`src/rtl/adder_rr_scheduler.sv`:
```
// adder_rr_scheduler
// Round-robin front end for a shared, registered W-bit adder. NREQ requesters
// offer operand pairs over valid/ready. At most one pair is granted per cycle
// into the operand stage (S1). The full-width sum moves into the output stage
// (S2) and is presented on a single tagged response channel with backpressure.
module adder_rr_scheduler #(
    parameter int NREQ = 4,
    parameter int W    = 4,
    parameter int IDW  = 2
) (
    input  logic              clock,
    input  logic              resetn,
    input  logic [NREQ-1:0]   req_valid,
    output logic [NREQ-1:0]   req_ready,
    input  logic [NREQ*W-1:0] req_a,
    input  logic [NREQ*W-1:0] req_b,
    output logic              rsp_valid,
    input  logic              rsp_ready,
    output logic [W:0]        rsp_x,
    output logic [IDW-1:0]    rsp_id,
    output logic              busy
);

    // Zero-extend both operands so the carry lands in the MSB instead of wrapping.
    function automatic logic [W:0] add_full(input logic [W-1:0] a, input logic [W-1:0] b);
        return {1'b0, a} + {1'b0, b};
    endfunction

    logic [IDW-1:0] ptr_q, ptr_d;

    logic           s1_valid_q;
    logic [W-1:0]   s1_a_q;
    logic [W-1:0]   s1_b_q;
    logic [IDW-1:0] s1_id_q;

    logic           rsp_valid_q;
    logic [W:0]     rsp_x_q;
    logic [IDW-1:0] rsp_id_q;

    logic           adv1;
    logic           adv2;
    logic           grant_vld;
    logic [IDW-1:0] grant_id;
    logic [W-1:0]   grant_a;
    logic [W-1:0]   grant_b;

    // S2 can take a new value when empty or being drained; S1 when empty or moving on.
    assign adv2 = !rsp_valid_q || rsp_ready;
    assign adv1 = !s1_valid_q || adv2;

    // Rotating-priority search: indices ptr..NREQ-1 first, then 0..ptr-1.
    always_comb begin
        grant_vld = 1'b0;
        grant_id  = '0;
        grant_a   = '0;
        grant_b   = '0;
        if (resetn && adv1) begin
            for (int i = 0; i < NREQ; i++) begin
                if (!grant_vld && req_valid[i] && (i >= int'(ptr_q))) begin
                    grant_vld = 1'b1;
                    grant_id  = IDW'(i);
                    grant_a   = req_a[i*W +: W];
                    grant_b   = req_b[i*W +: W];
                end
            end
            for (int i = 0; i < NREQ; i++) begin
                if (!grant_vld && req_valid[i] && (i < int'(ptr_q))) begin
                    grant_vld = 1'b1;
                    grant_id  = IDW'(i);
                    grant_a   = req_a[i*W +: W];
                    grant_b   = req_b[i*W +: W];
                end
            end
        end
    end

    // One-hot ready for the granted requester, all zero otherwise.
    always_comb begin
        req_ready = '0;
        for (int i = 0; i < NREQ; i++) begin
            req_ready[i] = grant_vld && (grant_id == IDW'(i));
        end
    end

    // Pointer moves just past the winner; it holds when nothing is granted.
    always_comb begin
        ptr_d = ptr_q;
        if (grant_vld) begin
            ptr_d = (grant_id == IDW'(NREQ - 1)) ? '0 : grant_id + IDW'(1);
        end
    end

    // Operand stage S1 and arbitration pointer.
    always_ff @(posedge clock or negedge resetn) begin
        if (!resetn) begin
            ptr_q      <= '0;
            s1_valid_q <= 1'b0;
            s1_a_q     <= '0;
            s1_b_q     <= '0;
            s1_id_q    <= '0;
        end else begin
            ptr_q <= ptr_d;
            if (adv1) begin
                s1_valid_q <= grant_vld;
                if (grant_vld) begin
                    s1_a_q  <= grant_a;
                    s1_b_q  <= grant_b;
                    s1_id_q <= grant_id;
                end
            end
        end
    end

    // Output stage S2: holds result and tag stable while the consumer stalls.
    always_ff @(posedge clock or negedge resetn) begin
        if (!resetn) begin
            rsp_valid_q <= 1'b0;
            rsp_x_q     <= '0;
            rsp_id_q    <= '0;
        end else if (adv2) begin
            rsp_valid_q <= s1_valid_q;
            rsp_x_q     <= add_full(s1_a_q, s1_b_q);
            rsp_id_q    <= s1_id_q;
        end
    end

    assign rsp_valid = rsp_valid_q;
    assign rsp_x     = rsp_x_q;
    assign rsp_id    = rsp_id_q;
    assign busy      = s1_valid_q || rsp_valid_q;

endmodule

```
`config.mk`:
```
export PLATFORM = sky130hd
export DESIGN_NAME = adder_rr_scheduler
export DESIGN_NICKNAME = d
export VERILOG_FILES = /design/src/rtl/adder_rr_scheduler.sv
export SDC_FILE = /design/constraint.sdc
export NUM_CORES = 1
export LEC_CHECK = 0
export CORE_MARGIN = 8
export CORE_UTILIZATION = 35
export DETAILED_ROUTE_END_ITERATION = 7
export SLEW_MARGIN = 30
export SYNTH_ARGS = -nofsm -noshare
export SYNTH_HDL_FRONTEND = slang
export SYNTH_SLANG_ARGS = --single-unit
```
`constraint.sdc`:
```
create_clock -name clock -period 8.2 [get_ports clock]
set_input_delay 2.46 -clock clock [delete_from_list [all_inputs] [get_ports clock]]
set_output_delay 2.46 -clock clock [all_outputs]
set_load 0.03 [all_outputs]
```
Word-level counts from Yosys, hierarchy flattened
Index checks and enable logic that the tools add are counted.
{ "word_totals": {"latchBits": 0, "input_bits": 39, "memories": 0, "regBits": 21, "rom_bits": 0, "mem_bits_rw": 0, "wordCells": 87} }
{ "op_classes": {"n_mul": 0, "n_addsub": 2, "magnitude_cmp": 6, "bitwise_logic": 0, "n_mux": 38, "reduce_logical": 30, "div": 0, "n_shift": 0, "eq_ne": 3} }
{ "ops": {"columns": ["op", "count"], "rows": [
  ["$mux 4", 16],
  ["$logic_and 1x1->1", 17],
  ["$mux 1", 15],
  ["$mux 2", 7],
  ["$logic_not 1->1", 8],
  ["$add 4x4->5", 1],
  ["$eq 2x2->1 const B", 2],
  ["$ge 1x2->1 const A", 2],
  ["$lt 1x2->1 const A", 2],
  ["$logic_or 1x1->1", 3],
  ["$add 2x1->2 const B", 1],
  ["$eq 2x1->1 const B", 1],
  ["$ge 2x2->1 const A", 1],
  ["$logic_not 2->1", 1],
  ["$lt 2x2->1 const A", 1],
  ["$reduce_and 2->1", 1]
]} }

Longest topological paths before layout
Gate-level depths: netlist (run 1).
{ "logic_depth": {"ltp_word": 36, "depth_mapped": 9, "ltp_nobuf": 8} }

Worst setup path after synthesis (run 1)
OpenSTA, ideal clock, no wires.
{ "synth_path": {"kind": "input-to-output", "start": "in req_valid[0]", "end": "out req_ready[0]", "arrival_ps": 3826, "stages": 7, "slack_ps": 1914, "n_path_buf": 1, "path_cell_list": "buf_2 -> nand2b_1 -> a21oi_1 -> nor4_1 -> inv_1 -> ha_1 -> and2_1"} }
{ "synth_between": {"elab_chain_len": 34, "elab_cells_between_ends": 41} }
{ "synth_lines": {"columns": ["element", "line", "rtl"], "rows": [
  ["from (decl)", "13", "input logic [NREQ-1:0] req_valid,"],
  ["$logic_and 1x1->1", "59", "if (!grant_vld && req_valid[i] && (i >= int'(ptr_q))) begin"],
  ["$mux 1", "59", null],
  ["$mux 1", "57", "if (resetn && adv1) begin"],
  ["$logic_not 1->1", "59", null],
  ["$logic_and 1x1->1 (2 in a row)", "59", null],
  ["$mux 1", "59", null],
  ["$mux 1", "57", null],
  ["$logic_not 1->1", "59", null],
  ["[... 17 more ...]", null, null],
  ["$mux 1", "57", null],
  ["$logic_not 1->1", "67", "if (!grant_vld && req_valid[i] && (i < int'(ptr_q))) begin"],
  ["$logic_and 1x1->1 (2 in a row)", "67", null],
  ["$mux 2 *", "67", null],
  ["$mux 2 *", "57", null],
  ["named net grant_id[0]", "43", "logic [IDW-1:0] grant_id;"],
  ["$logic_not 2->1 *", "81", "req_ready[i] = grant_vld && (grant_id == IDW'(i));"],
  ["$logic_and 1x1->1 *", "81", null],
  ["to (decl)", "14", "output logic [NREQ-1:0] req_ready,"]
]} }
Mark *: on every way through the listed nets, which the timed path passes. The rest lies on a longest branch. The select of a mux whose other input is x is not followed.

Worst setup path in the final report (run 1)
{ "layout_path": {"start": "in req_valid[1]", "end": "out req_ready[1]"} }
{ "layout_between": {"elab_chain_len": 30, "elab_cells_between_ends": 37} }
{ "layout_lines": {"columns": ["element", "line"], "rows": [
  ["$logic_and 1x1->1 (2 in a row)", "59"],
  ["$mux 1", "59"],
  ["$mux 1", "57"],
  ["$logic_not 1->1", "59"],
  ["$logic_and 1x1->1 (2 in a row)", "59"],
  ["$mux 1", "59"],
  ["$mux 1", "57"],
  ["$logic_not 1->1", "59"],
  ["[... 12 more ...]", null],
  ["$mux 1", "57"],
  ["$logic_not 1->1", "67"],
  ["$logic_and 1x1->1 (2 in a row)", "67"],
  ["$mux 2 *", "67"],
  ["$mux 2 *", "57"],
  ["named net grant_id[1]", "43"],
  ["$eq 2x1->1 *", "81"],
  ["$logic_and 1x1->1 *", "81"]
]} }
Marks and branches as above.

==> summary.txt, run 1 <==
Outcome
  – Status: finished clean

Floorplanning
  – Total I/O pin count: 52
  – Die H: between 80 and 90 µm
  – Core area: around 0.0047 mm²
  – Initial Util: between 30% and 40%
  – Die W: 86.1 µm
  – Die Area: roughly 0.0074 mm²
  – Row count: 25

Place
  – Place WS: around 0.66 ns
  – Hpwl dp: 3.78 mm
  – Final Wtd Congestion: 0.813
  – I/O Buffers: about 50

Logic synthesis
  – Cell area after synthesis: between 0.0015 and 0.002 mm²
  – Syn nets: 240
  – Post-synth top cells: dfrtp_1, nand2_1, nor2_1
  – Ys flop type: dfrtp_1
  – Syn avg cell area: between 8 and 9 µm²
  – Synth Register Bits: 21
  – Cell count after synthesis: 192
  – Post-synth EDFFs: 0
  – Post-synth cell types: 46
  – Ys async rst share: 100%
  – Leading area contributor after synthesis: dfrtp_1
  – Sequential-to-total area share from yosys stat: 30.5%
  – Post-synth top area share: between 30% and 40%
  – Yosys warns: 0
  – Largest cells by area after synthesis: dfrtp_1, ha_1, a221oi_1
  – Most common cell in the netlist: dfrtp_1

Timing
  – Min setup slack post-route: 0.670 ns
  – RSZ-0062 raised after global routing: false
  – Tmin final: between 7 and 8 ns
  – Final setup skew: approximately 0.0025 ns
  – Relative slew slack: approximately half
  – Setup Total Neg Slack: 0 ns
  – Final slew viol count: 0
  – Max Fclk: 0.133 GHz
  – Pin slew with the least headroom to its limit: 0.752 ns
  – Final setup fails: 0
  – Final period util: 91.8%
  – Fin. Hold Viols: 0

Clock tree
  – Post-CTS Setup Inserts: 0
  – Hold buffer count at cts: 0
  – CTS buffer count: 3
  – CTS tree: done
  – Clk buf depth: 2
  – Clock slew seen by the registers of the worst setup and hold paths: 0.07 ns
  – Root buf cell: clkbuf_8
  – Worst skew pair latency: 0.25 ns
  – Clock Sinks: 21
  – Quantity of gates resized following cts: 0
  – Htree depth: 1

Run
  – Max Cap Viol: 0

Cells and area
  – Antenna Cells: 0
  – Share of post-route cells with drive strength above 1: 10.2%
  – Layout Nets: 285
  – Synthesis-to-layout area growth: 34.0%

Detailed routing
  – DRT Wirelength: approximately 4.6 mm
  – Drc violations: 0
  – Wire length per cell after detailed routing: roughly 15 µm
  – Vias/cell: approximately 5.1
  – Via count: 1555
  – DR pass1 iterations: 4
  – Final antenna-violating net count: 0
  – Initial DRC Count: 57

Global route
  – Largest net degree at the start of global routing: 24
  – Vias in the first global route: 1588
  – GRT Total Usage: about an eighth
  – Initial antenna violation count: 0
  – First-pass GRT wire length: ~8 mm
  – Remaining Overflow, GRT: 0

Worst setup path
  – CP Class: in2out
  – Setup crit start kind: primary input
  – CP arrival: 5.07 ns
  – WP data required: around 5.7 ns
  – Crit. End Element: output port
  – Max Fanout on Critical Path: 16

Hold path
  – Worst min path class: reg2reg

Pwr
  – Power Dens Cells: 220 mW/mm²
  – LEAKAGE: around 0.93 nW
  – Peak supply drop: 0.0908 mV
==> critical path, cell delays in order <==
cell and delay (ns):
clkdlybuf4s50_1 0.68, a21o_1 0.27, a21oi_1 0.13, nor2_1 0.06, nor3_1 0.42, inv_1 0.13
ha_1 0.20, and2_1 0.13, clkdlybuf4s50_1 0.59
==> where the power goes <==
| part | switching, mW | internal (mW) | total (mW) |
|---|---|---|---|
| clock network | 0.0299 | 0.0345 | 0.0644 |
| logic | 0.142 | 0.129 | 0.271 |
| registers | 0.0320 | 0.139 | 0.171 |
==> cells by family (layout without fill, tap and decap cells) <==
kind of cell,Yosys count,count (layout),synth area share [%]
flops,21,21,30.5
xor+xnor,2,2,1.02
simple gates,69,69,22.4
buf+inv,21,65,5.60
fa+ha+maj,9,9,6.98
mux,7,7,4.36
compound gates,63,63,29.1
==> per-layer routing <==
layer | part of all wire (%) | up-vias | track usage [%]
met4 | 0.69 | 0 | 3.34
met3 | 3.4 | 2 | 0.955
met2 | 45 | 35 | 20.9
met5 | 0 | - | 0
met1 | 51 | 718 | 17.9
li1 | - | 800 | -
==> cell usage in the layout (no fill, tap or decap), types with 2 or more instances in the layout <==
cell type,count
and3b_1,4
nor3_1,3
or2_2,2
nand2b_1,5
o22ai_2,4
nand3b_1,2
dfrtp_1,21
a31oi_1,4
mux2i_1,3
clkdlybuf4s50_1,51
a221oi_1,7
nand2_1,15
a21oi_2,2
a22o_1,3
a21o_1,4
ha_1,8
mux2_2,4
inv_1,9
o221ai_1,3
clkbuf_8,3
nand3_1,5
and2_1,8
a21oi_1,12
a2111oi_1,4
o21ai_0,5
o21ai_1,4
nor2_1,13
nor3b_1,5
o22ai_1,5
==> through the flow <==
step	util [%]	std cells	cell area, µm²	total power [mW]	hold slack, ns
after floorplan	-	192	1720	0.353	0.441
after global placement	47.8	299	2260	0.442	0.464
after detailed placement	47.8	299	2260	0.445	0.471
after CTS	48.8	303	2300	0.510	0.488
after global routing	48.8	303	2300	0.547	0.518
final	48.8	303	2300	0.506	0.485
==> area by class of cell <==
cell class	instances	area, µm²
multi-input cells	150	1100
fillers	462	2420
repair buffers	52	518
clock buffers	4	45.0
well taps	67	83.8
flip-flops and latches	21	526
inverters	9	33.8
==> state kept, by name, summed over array words and instances, names as in the netlist <==
register and cells:
s1_valid_q 1, ptr_q 2, s1_a_q 4, s1_id_q 2
s1_b_q 4, rsp_valid 1, rsp_x 5, rsp_id 2
==> worst paths after layout <==
path / cells past startpoint / start / slack [ns] / to
worst max-delay path: 9 / req_valid[1] / 0.67 / req_ready[1]
worst min-delay path: 1 / s1_valid_q$_DFFE_PN0N_ / 0.48 / rsp_valid$_DFFE_PN0P_
worst max register to register: 7 / ptr_q[1]$_DFFE_PN0P_ / 5.78 / ptr_q[1]$_DFFE_PN0P_
worst min register to register: 1 / s1_valid_q$_DFFE_PN0N_ / 0.48 / rsp_valid$_DFFE_PN0P_
max in group asynchronous: 2 / resetn / 5.39 / rsp_x[2]$_DFFE_PN0P_
min in group asynchronous: 2 / resetn / 2.59 / ptr_q[0]$_DFFE_PN0P_
(Power assumes the default switching activity.)
==> inputs of run 2 (changes only) <==
clock period = 6.48 ns   (was 8.2 ns; I/O delays follow)
==> summary.txt, run 2 (synthesis gave the netlist of run 1 again) <==
Timing
  – RSZ-0062 raised after global routing: false
  – Worst hold slack: roughly 0.49 ns
  – Tmin final: about 6.2 ns
  – Setup Total Neg Slack: 0 ns
  – Max Fclk: about 0.16 GHz
  – Final setup skew: around 0.0027 ns
  – Final setup fails: 0
  – Final period util: a little over nine tenths
  – Pin slew with the least headroom to its limit: 0.700 ns
  – Relative slew slack: a little over half
  – Final slew viol count: 0
  – Fin. Hold Viols: 0

Global route
  – GRT Total Usage: a little over an eighth
  – Vias in the first global route: about 1600
  – Initial antenna violation count: 0
  – Largest net degree at the start of global routing: 24
  – First-pass GRT wire length: just over 8 mm
  – Remaining Overflow, GRT: 0

Hold path
  – WHS Endpoint: rsp_valid$_DFFE_PN0P_
  – Worst min path class: reg2reg
  – Hold_sp: s1_valid_q$_DFFE_PN0N_
  – Worst Hold Depth: 1

Floorplanning
  – Total I/O pin count: 52
  – Core area: 0.00472 mm²
  – Die H: 86.1 µm
  – Initial Util: between 30% and 40%
  – Row count: 25
  – Die W: ~86 µm
  – Die Area: approximately 0.0074 mm²

Pwr
  – Total power: about 650 µW
  – LEAKAGE: between 0.9 and 1 nW
  – Power Dens Cells: 277 mW/mm²
  – Peak supply drop: around 0.12 mV

Place
  – Final Wtd Congestion: approximately 0.8
  – I/O Buffers: 51
  – Placed Area: between 0.002 and 0.0025 mm²
  – Hpwl dp: 3.89 mm

Detailed routing
  – DR pass1 iterations: 4
  – Wire length per cell after detailed routing: 15.5 µm
  – Via count: around 1600
  – Initial DRC Count: 53
  – DRT Wirelength: 4.79 mm
  – Vias/cell: between 5 and 6
  – Final antenna-violating net count: 0
  – Drc violations: 0

Cells and area
  – Fillcell total: between 400 and 500
  – Max reg flops: 5
  – Final Core Density: 49.6%
  – Commonest non-fill, non-tap cell in the layout: clkdlybuf4s50_1
  – Synthesis-to-layout area growth: 36.3%
  – Commonest cells after routing, fill and taps aside: clkdlybuf4s50_1, dfrtp_1, nand2_1
  – Antenna Cells: 0
  – Layout Nets: 291
  – Share of post-route cells with drive strength above 1: approximately an eighth
  – Fin area: about 0.0023 mm²

Outcome
  – Status: finished clean

Clock tree
  – Hold buffer count at cts: 0
  – Clk buf depth: 2
  – Worst skew pair latency: 0.25 ns
  – Quantity of gates resized following cts: 0
  – CTS tree: done
  – Post-CTS Setup Inserts: 0
  – Root buf cell: clkbuf_8
  – Htree depth: 1
  – Clock slew seen by the registers of the worst setup and hold paths: roughly 0.070 ns
  – Clock Sinks: 21
  – CTS buffer count: 3

Worst setup path
  – CP Class: in2out
  – Reg-to-Reg End: s1_b_q[0]$_DFFE_PN0P_
  – R2R cell count: 5
  – WP data required: 4.54 ns
  – Crit. End Element: output port
  – Flop-to-flop setup slack: between 4 and 5 ns
  – Crit Reg-Reg Startpoint: ptr_q[1]$_DFFE_PN0P_
  – Max Fanout on Critical Path: 12
  – Setup crit start kind: primary input
  – CP arrival: between 4 and 5 ns

Run
  – Max Cap Viol: 0
-- run 2: changes by cell type in the layout (fill, tap and decap cells not counted), sizes merged --
cell / delta
buf: +8
clkdlybuf4s50: -2
-- run 2: cell type report --
| class | instances | area (µm²) | area share (%) |
|---|---|---|---|
| Inverter | 9 | 33.8 | 1.44 |
| Tap cell | 67 | 83.8 | 3.58 |
| Clock buffer | 4 | 45.0 | 1.92 |
| Timing Repair Buffer | 58 | 558 | 23.8 |
| Sequential cell | 21 | 526 | 22.4 |
| Multi-Input combinational cell | 150 | 1100 | 46.9 |
-- run 2: critical path: stages --
cell             delay, ns
clkdlybuf4s50_1       0.58
a21o_1                0.25
a21oi_1               0.15
nor2_1                0.06
nor3_1                0.20
buf_4                 0.16
inv_1                 0.05
ha_1                  0.16
and2_1                0.13
clkdlybuf4s50_1       0.59
-- run 2: per-stage QoR --
| step | setup slack, ns | cells |
|---|---|---|
| floorplan | 1.23 | 192 |
| global placement | 0.315 | 305 |
| detailed placement | 0.259 | 305 |
| CTS | 0.259 | 309 |
| global route | 0.0264 | 309 |
| finish | 0.266 | 309 |
-- run 2: how the worst max path moves through the flow --
stage	endpoint	start	slack (ns)
4_1_cts	req_ready[0]	req_valid[0]	0.26
5_1_grt	req_ready[0]	req_valid[0]	0.03
3_5_place_dp	req_ready[0]	req_valid[0]	0.26
2_1_floorplan	req_ready[0]	req_valid[0]	1.23
6_report	req_ready[0]	req_valid[0]	0.27
3_3_place_gp	req_ready[0]	req_valid[0]	0.31
-- run 2: per-layer routing --
layer	vias to the layer above	wire length [µm]	global-route usage (%)
met1	753	2190	18.1
met2	46	2280	20.9
li1	811	-	-
met4	0	55	4.78
met5	-	0	0
met3	4	263	2.01
-- run 2: where the power goes --
| part | switching, mW | leakage (nW) | internal, mW | total [mW] |
|---|---|---|---|---|
| Sequential | 0.0416 | 0.249 | 0.176 | 0.218 |
| Clock | 0.0390 | 0.0228 | 0.0436 | 0.0826 |
| Combinational | 0.181 | 0.692 | 0.168 | 0.349 |
| Total | 0.261 | 0.963 | 0.388 | 0.650 |
==> inputs of run 3 (changes only) <==
CORE_UTILIZATION = 43   (was 35)
PLACE_DENSITY = 0.77   (was unset)
==> summary.txt, run 3 (synthesis gave the netlist of run 1 again) <==
Outcome
  – Status: finished clean

Clock tree
  – Clock Sinks: 21
  – Quantity of gates resized following cts: 0
  – CTS tree: done
  – Clock slew seen by the registers of the worst setup and hold paths: about 0.070 ns
  – Root buf cell: clkbuf_8
  – Worst skew pair latency: approximately 0.25 ns
  – Hold buffer count at cts: 0
  – Htree depth: 1
  – Post-CTS Setup Inserts: 0
  – CTS buffer count: 3
  – Clk buf depth: 2

Detailed routing
  – Final antenna-violating net count: 0
  – Drc violations: 0
  – DRT Wirelength: roughly 4.5 mm
  – Initial DRC Count: 83
  – Wire length per cell after detailed routing: approximately 15 µm
  – Vias/cell: around 5.5
  – Via count: 1609
  – DR pass1 iterations: 4

Place
  – Post-Place Cells: roughly 290
  – Final Wtd Congestion: roughly 0.86
  – Placed Area: 0.00227 mm²
  – Hpwl dp: approximately 3.6 mm
  – I/O Buffers: 51

Cells and area
  – Share of post-route cells with drive strength above 1: around 13%
  – Non-filler cells, final: approximately 290
  – Layout Nets: 290
  – Synthesis-to-layout area growth: 34.6%
  – Commonest cells after routing, fill and taps aside: clkdlybuf4s50_1, dfrtp_1, nand2_1
  – Antenna Cells: 0
  – Max reg flops: 5
  – Fin area: approximately 0.0023 mm²
  – Commonest non-fill, non-tap cell in the layout: clkdlybuf4s50_1

Global route
  – Met2 usage in global routing: about 22%
  – Remaining Overflow, GRT: 0
  – GRT Total Usage: ~14%
  – Vias in the first global route: between 1500 and 2000
  – Met1 Track Usage GR: between 20% and 30%
  – Met3 Usage GRT: approximately 1.7%
  – GR peak layer: met2
  – Initial antenna violation count: 0
  – First-pass GRT wire length: between 7 and 8 mm
  – Largest net degree at the start of global routing: 24

Hold path
  – Hold_sp: s1_id_q[0]$_DFFE_PN0P_
  – Worst min path class: reg2reg

Pwr
  – LEAKAGE: between 0.9 and 1 nW
  – Power Dens Cells: between 200 and 300 mW/mm²
  – Peak supply drop: 0.0946 mV
  – Total power: approximately 640 µW

Timing
  – Tmin final: between 6 and 7 ns
  – Pin slew with the least headroom to its limit: ~0.67 ns
  – Final slew viol count: 0
  – Final setup fails: 0
  – Final setup skew: ~0.0025 ns
  – Final period util: between 90 and 100%
  – Setup Total Neg Slack: 0 ns
  – Fin. Hold Viols: 0
  – Relative slew slack: 54.8%
  – Max Fclk: 0.161 GHz
  – RSZ-0062 raised after global routing: false
  – Worst hold slack: 0.480 ns

Worst setup path
  – WP data required: 4.54 ns
  – Max Fanout on Critical Path: 12
  – Crit. End Element: output port
  – CP Class: in2out
  – Slowest CP cell: clkdlybuf4s50_1
  – CP Buf/Inv Count: 3
  – Setup crit start kind: primary input
  – Crit path launch: req_valid[0]
  – Most used cell, CP: clkdlybuf4s50_1
  – Delay-heaviest family, CP: buffers and inverters
  – CP Cell Sequence: clkdlybuf4s50_1 > nand2b_1 > a21oi_1 > nor4_1 > inv_1 > ha_1 > and2_1 > clkdlybuf4s50_1
  – Max incr delay on CP: 0.58 ns
  – CP arrival: ~4.3 ns
  – Crit Reg-Reg Startpoint: ptr_q[1]$_DFFE_PN0P_

Floorplanning
  – Core area: a little under 0.004 mm²
  – Initial Util: 44.0%
  – Total I/O pin count: 52
  – Die H: 79.3 µm
  – Row count: 23
  – Die W: between 70 and 80 µm
  – Die Area: between 0.006 and 0.007 mm²

Run
  – Max Cap Viol: 0
## run 3: cell types whose count changed in the layout (fill, tap and decap cells not counted), sizes merged
cell and change:
buf -1
## run 3: where the power goes
part / internal [mW] / switching [mW] / total [mW]
Combinational: 0.168 / 0.177 / 0.345
Sequential: 0.176 / 0.0403 / 0.216
Clock: 0.0436 / 0.0377 / 0.0813
## run 3: through the flow
stage          utilization (%)  setup WS [ns]
3_3_place_gp              58.0          0.338
5_1_grt                   59.2         0.0150
2_1_floorplan                -           1.23
4_1_cts                   59.2          0.298
6_report                  59.2          0.276
3_5_place_dp              58.0          0.301
## run 3: tightest hold or removal path: cells and delay by family (launching register included)
kind / cells / cell delay [ns]
simple gates: 2 / 0.10
flops: 1 / 0.35
## run 3: per-layer routing
layer  vias up  share of wire, %  wire length (µm)
met5         -                 0                 0
met1       738                49              2180
met4         0               1.1                48
met2        54                45              2040
li1        813                 -                 -
met3         4               4.9               222
## run 3: worst paths after layout
kind,depth (start not counted),endpoint,slack (ns)
worst max register to register,5,s1_b_q[0]$_DFFE_PN0P_,4.32
worst min register to register,2,s1_id_q[0]$_DFFE_PN0P_,0.48
worst max-delay path,8,req_ready[0],0.28
max in group asynchronous,2,ptr_q[0]$_DFFE_PN0P_,4.15
worst min-delay path,2,s1_id_q[0]$_DFFE_PN0P_,0.48
min in group asynchronous,2,rsp_x[1]$_DFFE_PN0P_,2.11
## run 3: area by class of cell
cell class,instances,area [µm²]
Timing Repair Buffer,57,551
Fill cell,383,1600
Inverter,9,33.8
Tap cell,50,62.6
Clock buffer,4,45.0
Sequential cell,21,526
Multi-Input combinational cell,150,1100
